## src/rtl/seg7_pkg.sv

```systemverilog
// seg7_pkg: segment patterns (gfedcba, 1 = lit), the illegal-digit code and the
// frame FSM states shared by seg7_reader and its pattern decoder.
package seg7_pkg;

  localparam logic [6:0] SEG_PAT_0 = 7'b0111111;
  localparam logic [6:0] SEG_PAT_1 = 7'b0000110;
  localparam logic [6:0] SEG_PAT_2 = 7'b1011011;
  localparam logic [6:0] SEG_PAT_3 = 7'b1001111;
  localparam logic [6:0] SEG_PAT_4 = 7'b1100110;
  localparam logic [6:0] SEG_PAT_5 = 7'b1101101;
  localparam logic [6:0] SEG_PAT_6 = 7'b1111101;
  localparam logic [6:0] SEG_PAT_7 = 7'b0000111;
  localparam logic [6:0] SEG_PAT_8 = 7'b1111111;
  localparam logic [6:0] SEG_PAT_9 = 7'b1101111;

  localparam logic [3:0] BCD_ILLEGAL = 4'hF;

  typedef enum logic {
    SCAN = 1'b0,
    HOLD = 1'b1
  } state_t;

endpackage

```

## src/rtl/seg7_pattern_decode.sv

```systemverilog
// seg7_pattern_decode: combinational 7-segment pattern to BCD digit; anything that is
// not one of the ten digit glyphs yields BCD_ILLEGAL with o_err set.
module seg7_pattern_decode
  import seg7_pkg::*;
(
  input  logic [6:0] i_seg,
  output logic [3:0] o_bcd,
  output logic       o_err
);

  always_comb begin
    o_bcd = BCD_ILLEGAL;
    o_err = 1'b0;
    case (i_seg)
      SEG_PAT_0: o_bcd = 4'd0;
      SEG_PAT_1: o_bcd = 4'd1;
      SEG_PAT_2: o_bcd = 4'd2;
      SEG_PAT_3: o_bcd = 4'd3;
      SEG_PAT_4: o_bcd = 4'd4;
      SEG_PAT_5: o_bcd = 4'd5;
      SEG_PAT_6: o_bcd = 4'd6;
      SEG_PAT_7: o_bcd = 4'd7;
      SEG_PAT_8: o_bcd = 4'd8;
      SEG_PAT_9: o_bcd = 4'd9;
      default:   o_err = 1'b1;
    endcase
  end

endmodule

```

## src/rtl/seg7_reader.sv

```systemverilog
// seg7_reader: debounces each strobe of a multiplexed 7-segment display and presents
// complete decoded frames on a valid/ready port. Define SEG7_DP_EN to also frame dp.
module seg7_reader
  import seg7_pkg::*;
#(
  parameter int NUM_DIGITS    = 4,
  parameter int STABLE_CYCLES = 4
) (
  input  logic                    clk,
  input  logic                    rst,
  input  logic [6:0]              seg,
  input  logic [NUM_DIGITS-1:0]   dig_sel,
`ifdef SEG7_DP_EN
  input  logic                    dp,
  output logic [NUM_DIGITS-1:0]   dp_out,
`endif
  output logic [4*NUM_DIGITS-1:0] bcd_out,
  output logic                    out_valid,
  input  logic                    out_ready,
  output logic                    err,
  output logic                    overrun
);

  localparam logic [7:0] STABLE = 8'(STABLE_CYCLES);

  logic [6:0]              r_seg, r_seg_prev;
  logic [NUM_DIGITS-1:0]   r_dig, r_dig_prev;
  logic [7:0]              r_cnt, w_cnt_next;
  logic                    w_same, w_capture, w_frame_done, w_load;
  logic [NUM_DIGITS-1:0]   w_cap_vec, w_mask_next, r_mask;
  logic [3:0]              w_dec_bcd;
  logic                    w_dec_err;
  logic [4*NUM_DIGITS-1:0] r_shadow, w_frame_bcd, r_bcd;
  logic [NUM_DIGITS-1:0]   r_shadow_err, w_frame_err;
  logic                    r_valid, r_err, r_overrun;
  state_t                  r_state;

`ifdef SEG7_DP_EN
  logic                    r_dp, r_dp_prev;
  logic [NUM_DIGITS-1:0]   r_shadow_dp, w_frame_dp, r_dp_out;
  assign w_same = (r_seg == r_seg_prev) && (r_dig == r_dig_prev) && (r_dp == r_dp_prev);
  assign dp_out = r_dp_out;
`else
  assign w_same = (r_seg == r_seg_prev) && (r_dig == r_dig_prev);
`endif

  always_ff @(posedge clk or posedge rst) begin
    if (rst) begin
      r_seg      <= '0;
      r_seg_prev <= '0;
      r_dig      <= '0;
      r_dig_prev <= '0;
      r_cnt      <= '0;
`ifdef SEG7_DP_EN
      r_dp       <= 1'b0;
      r_dp_prev  <= 1'b0;
`endif
    end else begin
      r_seg      <= seg;
      r_seg_prev <= r_seg;
      r_dig      <= dig_sel;
      r_dig_prev <= r_dig;
      r_cnt      <= w_cnt_next;
`ifdef SEG7_DP_EN
      r_dp       <= dp;
      r_dp_prev  <= r_dp;
`endif
    end
  end

  always_comb begin
    w_cnt_next = r_cnt;
    if (!w_same)
      w_cnt_next = 8'd1;
    else if (r_cnt < STABLE)
      w_cnt_next = r_cnt + 8'd1;
  end

  // A reload straight to STABLE (STABLE_CYCLES == 1) also counts as reaching it.
  assign w_capture    = (w_cnt_next == STABLE) && ((r_cnt != STABLE) || !w_same) && $onehot(r_dig);
  assign w_cap_vec    = w_capture ? r_dig : '0;
  assign w_mask_next  = r_mask | w_cap_vec;
  assign w_frame_done = &w_mask_next;
  assign w_load       = w_frame_done && ((r_state == SCAN) || out_ready);

  seg7_pattern_decode u_decode (
    .i_seg (r_seg),
    .o_bcd (w_dec_bcd),
    .o_err (w_dec_err)
  );

  // The frame seen on the completing cycle includes the capture happening right now.
  genvar gi;
  generate
    for (gi = 0; gi < NUM_DIGITS; gi++) begin : g_frame
      assign w_frame_bcd[4*gi +: 4] = w_cap_vec[gi] ? w_dec_bcd : r_shadow[4*gi +: 4];
      assign w_frame_err[gi]        = w_cap_vec[gi] ? w_dec_err : r_shadow_err[gi];
`ifdef SEG7_DP_EN
      assign w_frame_dp[gi]         = w_cap_vec[gi] ? r_dp      : r_shadow_dp[gi];
`endif
    end
  endgenerate

  always_ff @(posedge clk or posedge rst) begin
    if (rst) begin
      r_shadow     <= '0;
      r_shadow_err <= '0;
      r_mask       <= '0;
`ifdef SEG7_DP_EN
      r_shadow_dp  <= '0;
`endif
    end else begin
      r_shadow     <= w_frame_bcd;
      r_shadow_err <= w_frame_err;
      r_mask       <= w_frame_done ? '0 : w_mask_next;
`ifdef SEG7_DP_EN
      r_shadow_dp  <= w_frame_dp;
`endif
    end
  end

  always_ff @(posedge clk or posedge rst) begin
    if (rst) begin
      r_state   <= SCAN;
      r_valid   <= 1'b0;
      r_bcd     <= '0;
      r_err     <= 1'b0;
      r_overrun <= 1'b0;
`ifdef SEG7_DP_EN
      r_dp_out  <= '0;
`endif
    end else begin
      if (w_load) begin
        r_bcd    <= w_frame_bcd;
        r_err    <= |w_frame_err;
`ifdef SEG7_DP_EN
        r_dp_out <= w_frame_dp;
`endif
      end
      case (r_state)
        SCAN: begin
          if (w_frame_done) begin
            r_valid <= 1'b1;
            r_state <= HOLD;
          end
        end
        HOLD: begin
          if (out_ready) begin
            if (!w_frame_done) begin
              r_valid <= 1'b0;
              r_state <= SCAN;
            end
          end else if (w_frame_done) begin
            r_overrun <= 1'b1;
          end
        end
        default: r_state <= SCAN;
      endcase
    end
  end

  assign bcd_out   = r_bcd;
  assign out_valid = r_valid;
  assign err       = r_err;
  assign overrun   = r_overrun;

endmodule

```

## config.mk

```make
export PLATFORM = sky130hd
export DESIGN_NAME = seg7_reader
export DESIGN_NICKNAME = d
export VERILOG_FILES = /design/src/rtl/seg7_pkg.sv /design/src/rtl/seg7_pattern_decode.sv /design/src/rtl/seg7_reader.sv
export SDC_FILE = /design/constraint.sdc
export NUM_CORES = 1
export LEC_CHECK = 0
export CORE_MARGIN = 5
export CORE_UTILIZATION = 40
export DETAILED_ROUTE_END_ITERATION = 8
export GPL_TIMING_DRIVEN = 0
export SYNTH_ARGS = -nofsm -noshare
export SYNTH_HDL_FRONTEND = slang
export SYNTH_SLANG_ARGS = --single-unit
```

## constraint.sdc

```tcl
create_clock -name clk -period 5.2 [get_ports clk]
set_clock_uncertainty 0.1 [all_clocks]
set_input_delay 0.52 -clock clk [delete_from_list [all_inputs] [get_ports clk]]
set_output_delay 0.52 -clock clk [all_outputs]
set_load 0.01 [all_outputs]
```

# Yosys cells after proc, flatten, opt, wreduce, memory -nomap -nowiden
# Cells that the tools add are included.
dict set report word_totals {
  input_bits 14
  out_inout_bits 19
  regBits 74
}
dict set report classes {
  order_cmp 1
  n_reduce_logical 12
  bitwise_logic 3
  n_addsub 4
  n_mux 21
  n_eq_ne 18
}
# op count
set ops {}
lappend ops {{$eq A7 B7 Y1 const B} 7}
lappend ops {{$pmux W4 S10} 1}
lappend ops {{$mux W4} 6}
lappend ops {{$mux W8} 2}
lappend ops {{$eq A7 B3 Y1 const B} 2}
lappend ops {{$mux W1} 10}
lappend ops {{$reduce_or A10 Y1} 1}
lappend ops {{$add A8 B1 Y8 const B} 1}
lappend ops {{$eq A8 B3 Y1 const B} 1}
lappend ops {{$lt A8 B3 Y1 const B} 1}
lappend ops {{$ne A8 B3 Y1 const B} 1}
lappend ops {{$eq A7 B6 Y1 const B} 1}
lappend ops {{$eq A7 B7 Y1} 1}
lappend ops {{$ne A2 B2 Y1 const B} 3}
lappend ops {{$reduce_and A6 Y1} 1}
lappend ops {{$add A1 B1 Y2} 2}
lappend ops {{$eq A4 B4 Y1} 1}
lappend ops {{$logic_and A1 B1 Y1} 4}
lappend ops {{$or A4 B4 Y4} 1}
lappend ops {{$pmux W1 S2} 2}
lappend ops {{$reduce_and A4 Y1} 1}
lappend ops {{$reduce_or A4 Y1} 1}
lappend ops {{$add A2 B2 Y3} 1}
lappend ops {{$eq A3 B1 Y1 const B} 1}
lappend ops {{other kinds (4)} 6}

# Logic depth before layout (Yosys ltp)
dict set report logic_depth {
  depth_word 12
  ltp_mapped 16
  depth_no_buf 12
}

# Cells and area by module
# From an unflattened synthesis, not the netlist that was laid out.
dict set report unflattened {
  hier_cells 219
  area_unflattened_um2 3069.2
}
# mod area_each_um2 n_inst seq_area_each_um2 cells_per_inst
set by_module_without_submodules {}
lappend by_module_without_submodules {seg7_reader 2855.2 1 1851.8 188}
lappend by_module_without_submodules {seg7_pattern_decode 214.0 1 0.0 31}

# Worst setup path before layout
# No wires, ideal clock.
dict set report synth_path {
  path_type {flip-flop to flip-flop}
  startpoint {reg r_dig[1]}
  endpoint {reg r_bcd[0] (netlist: bcd_out[0])}
  required_ns 4.975
  arrival_time_ns 3.561
  path_stages_with_launch 17
  path_buffers 4
  period_less_slack_ns 3.786
  path_slack_ns 1.414
  path_cell_list {dfrtp_1 > inv_1 > fa_1 > inv_1 > ha_1 > ha_1 > nor3b_1 > o21ai_0 > nor4_2 > buf_6 > a31oi_4 > or4_1 > buf_2 > nand2b_4 > buf_6 > buf_8 > mux2_4}
}
dict set report synth_between {
  elab_chain_len 10
  word_cells_on_any_way 16
  cone_classes {add/sub (2); eq/ne (3); mux (3); bitwise (1); reduce/logical (7)}
}
# element line_no
set synth_rtl {}
lappend synth_rtl {{from (decl)} seg7_reader.sv:27} ;# logic [NUM_DIGITS-1:0] r_dig, r_dig_prev;
lappend synth_rtl {{from (signal assigned)} seg7_reader.sv:61} ;# r_dig <= dig_sel;
lappend synth_rtl {{$eq A4 B4 Y1} seg7_reader.sv:44} ;# assign w_same = (r_seg == r_seg_prev) && (r_dig == r_dig_prev);
lappend synth_rtl {{$logic_and A1 B1 Y1} seg7_reader.sv:44}
lappend synth_rtl {{$mux W8 / $logic_not A1 Y1 (equally long branches)} {seg7_reader.sv:73, seg7_reader.sv:80}}
lappend synth_rtl {{$eq A8 B3 Y1 / $logic_or A1 B1 Y1 (equally long branches)} seg7_reader.sv:80} ;# assign w_capture = (w_cnt_next == STABLE) && ((r_cnt != STABLE) || !w_same) && $onehot(r_dig);
lappend synth_rtl {{$logic_and A1 B1 Y1 (2 in a row)} seg7_reader.sv:80}
lappend synth_rtl {{$mux W4 (*)} seg7_reader.sv:81} ;# assign w_cap_vec = w_capture ? r_dig : '0;
lappend synth_rtl {{$or A4 B4 Y4} seg7_reader.sv:82} ;# assign w_mask_next = r_mask | w_cap_vec;
lappend synth_rtl {{$reduce_and A4 Y1} seg7_reader.sv:83} ;# assign w_frame_done = &w_mask_next;
lappend synth_rtl {{$logic_and A1 B1 Y1} seg7_reader.sv:84} ;# assign w_load = w_frame_done && ((r_state == SCAN) || out_ready);
lappend synth_rtl {{to (signal assigned)} seg7_reader.sv:134} ;# r_bcd <= w_frame_bcd;
lappend synth_rtl {{to (decl)} seg7_reader.sv:33} ;# logic [4*NUM_DIGITS-1:0] r_shadow, w_frame_bcd, r_bcd;
# Every way passes the cells marked *; elsewhere a longest branch is shown, timed or not.
# A chain may end at the register's enable or synchronous reset.

# Worst setup path after layout
dict set report layout_path {
  startpoint {reg r_dig[1]}
  endpoint {reg r_bcd[6] (netlist: bcd_out[6])}
}
# The elaborated chain is that of the path after synthesis.

==> impl_metrics.py <==
metrics = {
    "status": {
        "outcome": "completed",
    },
    "clock_tree": {
        "cts-root-buf": "clkbuf_8",
        "clk_path_buf_depth": 2,
        "cts_tree": "done",
        "clk_latency_ps": 340,
        "postCtsResizedCells": 0,
        "cts-htree-levels": 3,
        "post_cts_buffers": 0,
        "path_clk_slew_ps": 80,
        "cts_num_sinks": 74,
        "numCtsBuffers": 9,
        "cts_hold_buffers": 0,
    },
    "die": {
        "die_y_um": 98.3,
        "rows": 32,
        "core_um2": 7650,
        "die-area_um2": 9670,
        "fp.dieW_um": 98.3,
        "ios": 33,
        "start_util_pct": 40.8,
    },
    "synthesis": {
        "yosysTopAreaCell": "dfrtp_1",
        "yosysWarnings": 0,
        "synth_top_area_share_pct": 59.3,
        "yosysUniqueCellTypes": 45,
        "synth-edff-count": 0,
        "yosys-top-cells-count": "74 x dfrtp_1, 19 x nand2_1, 15 x mux2_2, 14 x o21ai_0, 13 x xnor2_1",
        "ys_seq_area_share_pct": 59.3,
        "synth_fp_nets": 263,
        "synth-main-ff-cell": "dfrtp_1",
        "async_reset_ff_share_pct": 100,
        "syn_area_per_cell_um2": 12.8,
        "synthTopCellsByArea": "dfrtp_1 59%, mux2_2 5.4%, mux2_4 4.8%",
        "netlist_area_um2": 3120,
        "syn_inst": 244,
        "synth.most_common_cell": "dfrtp_1",
        "ys_ff_latch": 74,
    },
    "routing": {
        "vias": 1944,
        "viasPerCell": 4.93,
        "ant_nets": 0,
        "drt_iter0_drc": 64,
        "drc_errors": 0,
        "wirelength_um": 5690,
        "routedWlPerCell_um": 14.4,
        "firstDrtPassIters": 4,
    },
    "cells_and_area": {
        "ff_latch_area_um2": 1850,
        "layout.nets": 307,
        "fillerInstances": 668,
        "antenna_cells": 0,
        "multi_input_area_um2": 1150,
        "final_util_pct": 50.0,
        "instances_no_fill": 394,
        "syn2layout_area_growth_pct": 22.5,
        "drive_gt1_share_pct": 20.5,
    },
    "worst_setup_path": {
        "crit_start": "r_dig[1]$_DFF_PP0_",
        "critical_path.cell_chain": "inv_1, fa_1, inv_1, ha_1, ha_1, nor3b_1, o21ai_0, nor4_2, buf_6, a31oi_4, or4_1, buf_2, nand2b_4, buf_6, buf_8, mux2_4",
        "cp_data_arrival_time_ps": 4350,
        "critPathMaxFanout": 10,
        "worstSetupEndpointType": "flop",
        "critPathLaunchType": "flop",
        "worstPathBufferInverterCount": 6,
        "r2r-start": "r_dig[1]$_DFF_PP0_",
        "crit_type": "reg2reg",
        "cp_slowest_stage_delay_ps": 530,
        "worst_path_max_delay_cell": "dfrtp_1",
        "crit_required_ps": 5330,
        "critical-path-top-delay-family": "simple AND/OR/NAND/NOR gates",
    },
    "power_and_ir_drop": {
        "p_leak_nw": 1.77,
        "vdd_drop_max_mv": 0.193,
        "powerDensity_nw_per_um2": 302,
    },
    "timing": {
        "rsz0062_at_grt": "false",
        "fin_setup_tns_ps": 0,
        "report.final.slew_viol_count": 0,
        "fin_crit_sh_pct": 81.2,
        "slew_headroom_pct": 69.7,
        "setup_viol": 0,
        "finalCriticalPeriod_ps": 4220,
        "finalHoldWorstSlack_ps": 276,
        "worst-slew-pin-transition_ps": 453,
        "hold_viol": 0,
        "timing.fmax_mhz": 237,
    },
    "job": {
        "cap_violations": 0,
    },
    "grt": {
        "grtUsageMet2_pct": 19.2,
        "grt_busiest_layer": "met2",
        "grt_pass1_vias": 1991,
        "use_met1_pct": 18.0,
        "gr-total-overflow": 0,
        "grt_pass1_wl_um": 9890,
        "grt_use_total_pct": 12.9,
        "grt_max_degree": 59,
        "grt_use_met3_pct": 2.50,
        "antenna_found_initial": 0,
    },
    "place": {
        "gp_congestion": 0.799,
        "dp_hpwl_um": 3920,
        "numPortBuffers": 32,
        "dp.cells": 379,
    },
    "hold_path": {
        "hp-start": "r_seg[3]$_DFF_PP0_",
        "hold_class": "reg2reg",
    },
}
final cells by class:
cell class / count / area share [%]
buffer: 10 / 2.16
clock buffer: 11 / 3.96
clock inverter: 4 / 1.93
inverter: 10 / 1.05
multi-input combinational: 150 / 30.0
sequential: 74 / 48.4
tap: 102 / 3.34
timing repair buffer: 33 / 9.10
path summary, 6_finish.rpt:
| kind | endpoint | depth (start not counted) | slack (ps) |
|---|---|---|---|
| worst max-delay path | bcd_out[6]$_DFFE_PP0P_ | 16 | 980 |
| worst min-delay path | r_seg_prev[3]$_DFF_PP0_ | 0 | 280 |
| worst max register to register | bcd_out[6]$_DFFE_PP0P_ | 16 | 980 |
| worst min register to register | r_seg_prev[3]$_DFF_PP0_ | 0 | 280 |
| max in group asynchronous | r_mask[1]$_DFF_PP0_ | 3 | 4080 |
| min in group asynchronous | err$_DFFE_PP0P_ | 2 | 370 |
cells by family (layout without fill, tap and decap cells):
kind of cell / count (synthesis) / count (layout) / synth area share (%)
xor gates and xnor gates: 13 / 13 / 3.65
DFF: 74 / 74 / 59.3
muxes: 26 / 26 / 10.5
adders and majority gates: 5 / 5 / 2.25
and+or+nand+nor: 72 / 72 / 13.3
buffers and inverters: 20 / 68 / 3.85
AOI/OAI and AO/OA: 34 / 34 / 7.10
sequential cells by signal, summed over array words and instances (netlist names), 7 cells and up:
| register | cells |
|---|---|
| bcd_out | 16 |
| r_seg_prev | 7 |
| r_shadow | 16 |
| r_seg | 7 |
| r_cnt | 8 |
power breakdown:
group	internal (W)	leakage (nW)	switching (W)
Combinational	0.0000283	0.679	0.0000310
Clock	0.000295	0.116	0.000206
Sequential	0.000584	0.977	0.00000892
through the flow:
stage                     worst slack [ps]  area [um2]  power, W
final                                  976        3820   0.00115
after global routing                   757        3820   0.00120
after CTS                              952        3820   0.00117
after detailed placement               999        3600  0.000666
after global placement                 976        3570  0.000662
after floorplan                       1410        3120  0.000640
cell usage in the layout (no fill, tap or decap), drive strengths merged, types with 4 or more instances in the layout:
cell type / netlist / final
and2: 5 / 5
a21oi: 5 / 5
xnor2: 13 / 13
nand3: 11 / 11
buf: 8 / 9
clkbuf: 2 / 13
o21ai: 14 / 14
nand2: 19 / 19
nor2: 7 / 7
clkdlybuf4s50: 0 / 32
nor2b: 4 / 4
mux2: 25 / 25
dfrtp: 74 / 74
ha: 4 / 4
nor3: 4 / 4
a31oi: 6 / 6
inv: 10 / 11
routing by layer:
| layer | share of wire [%] | wire length (um) |
|---|---|---|
| met2 | 47 | 2660 |
| met5 | 0 | 0 |
| met4 | 2.0 | 116 |
| met3 | 3.4 | 192 |
| met1 | 48 | 2720 |
(Power assumes the default switching activity.)
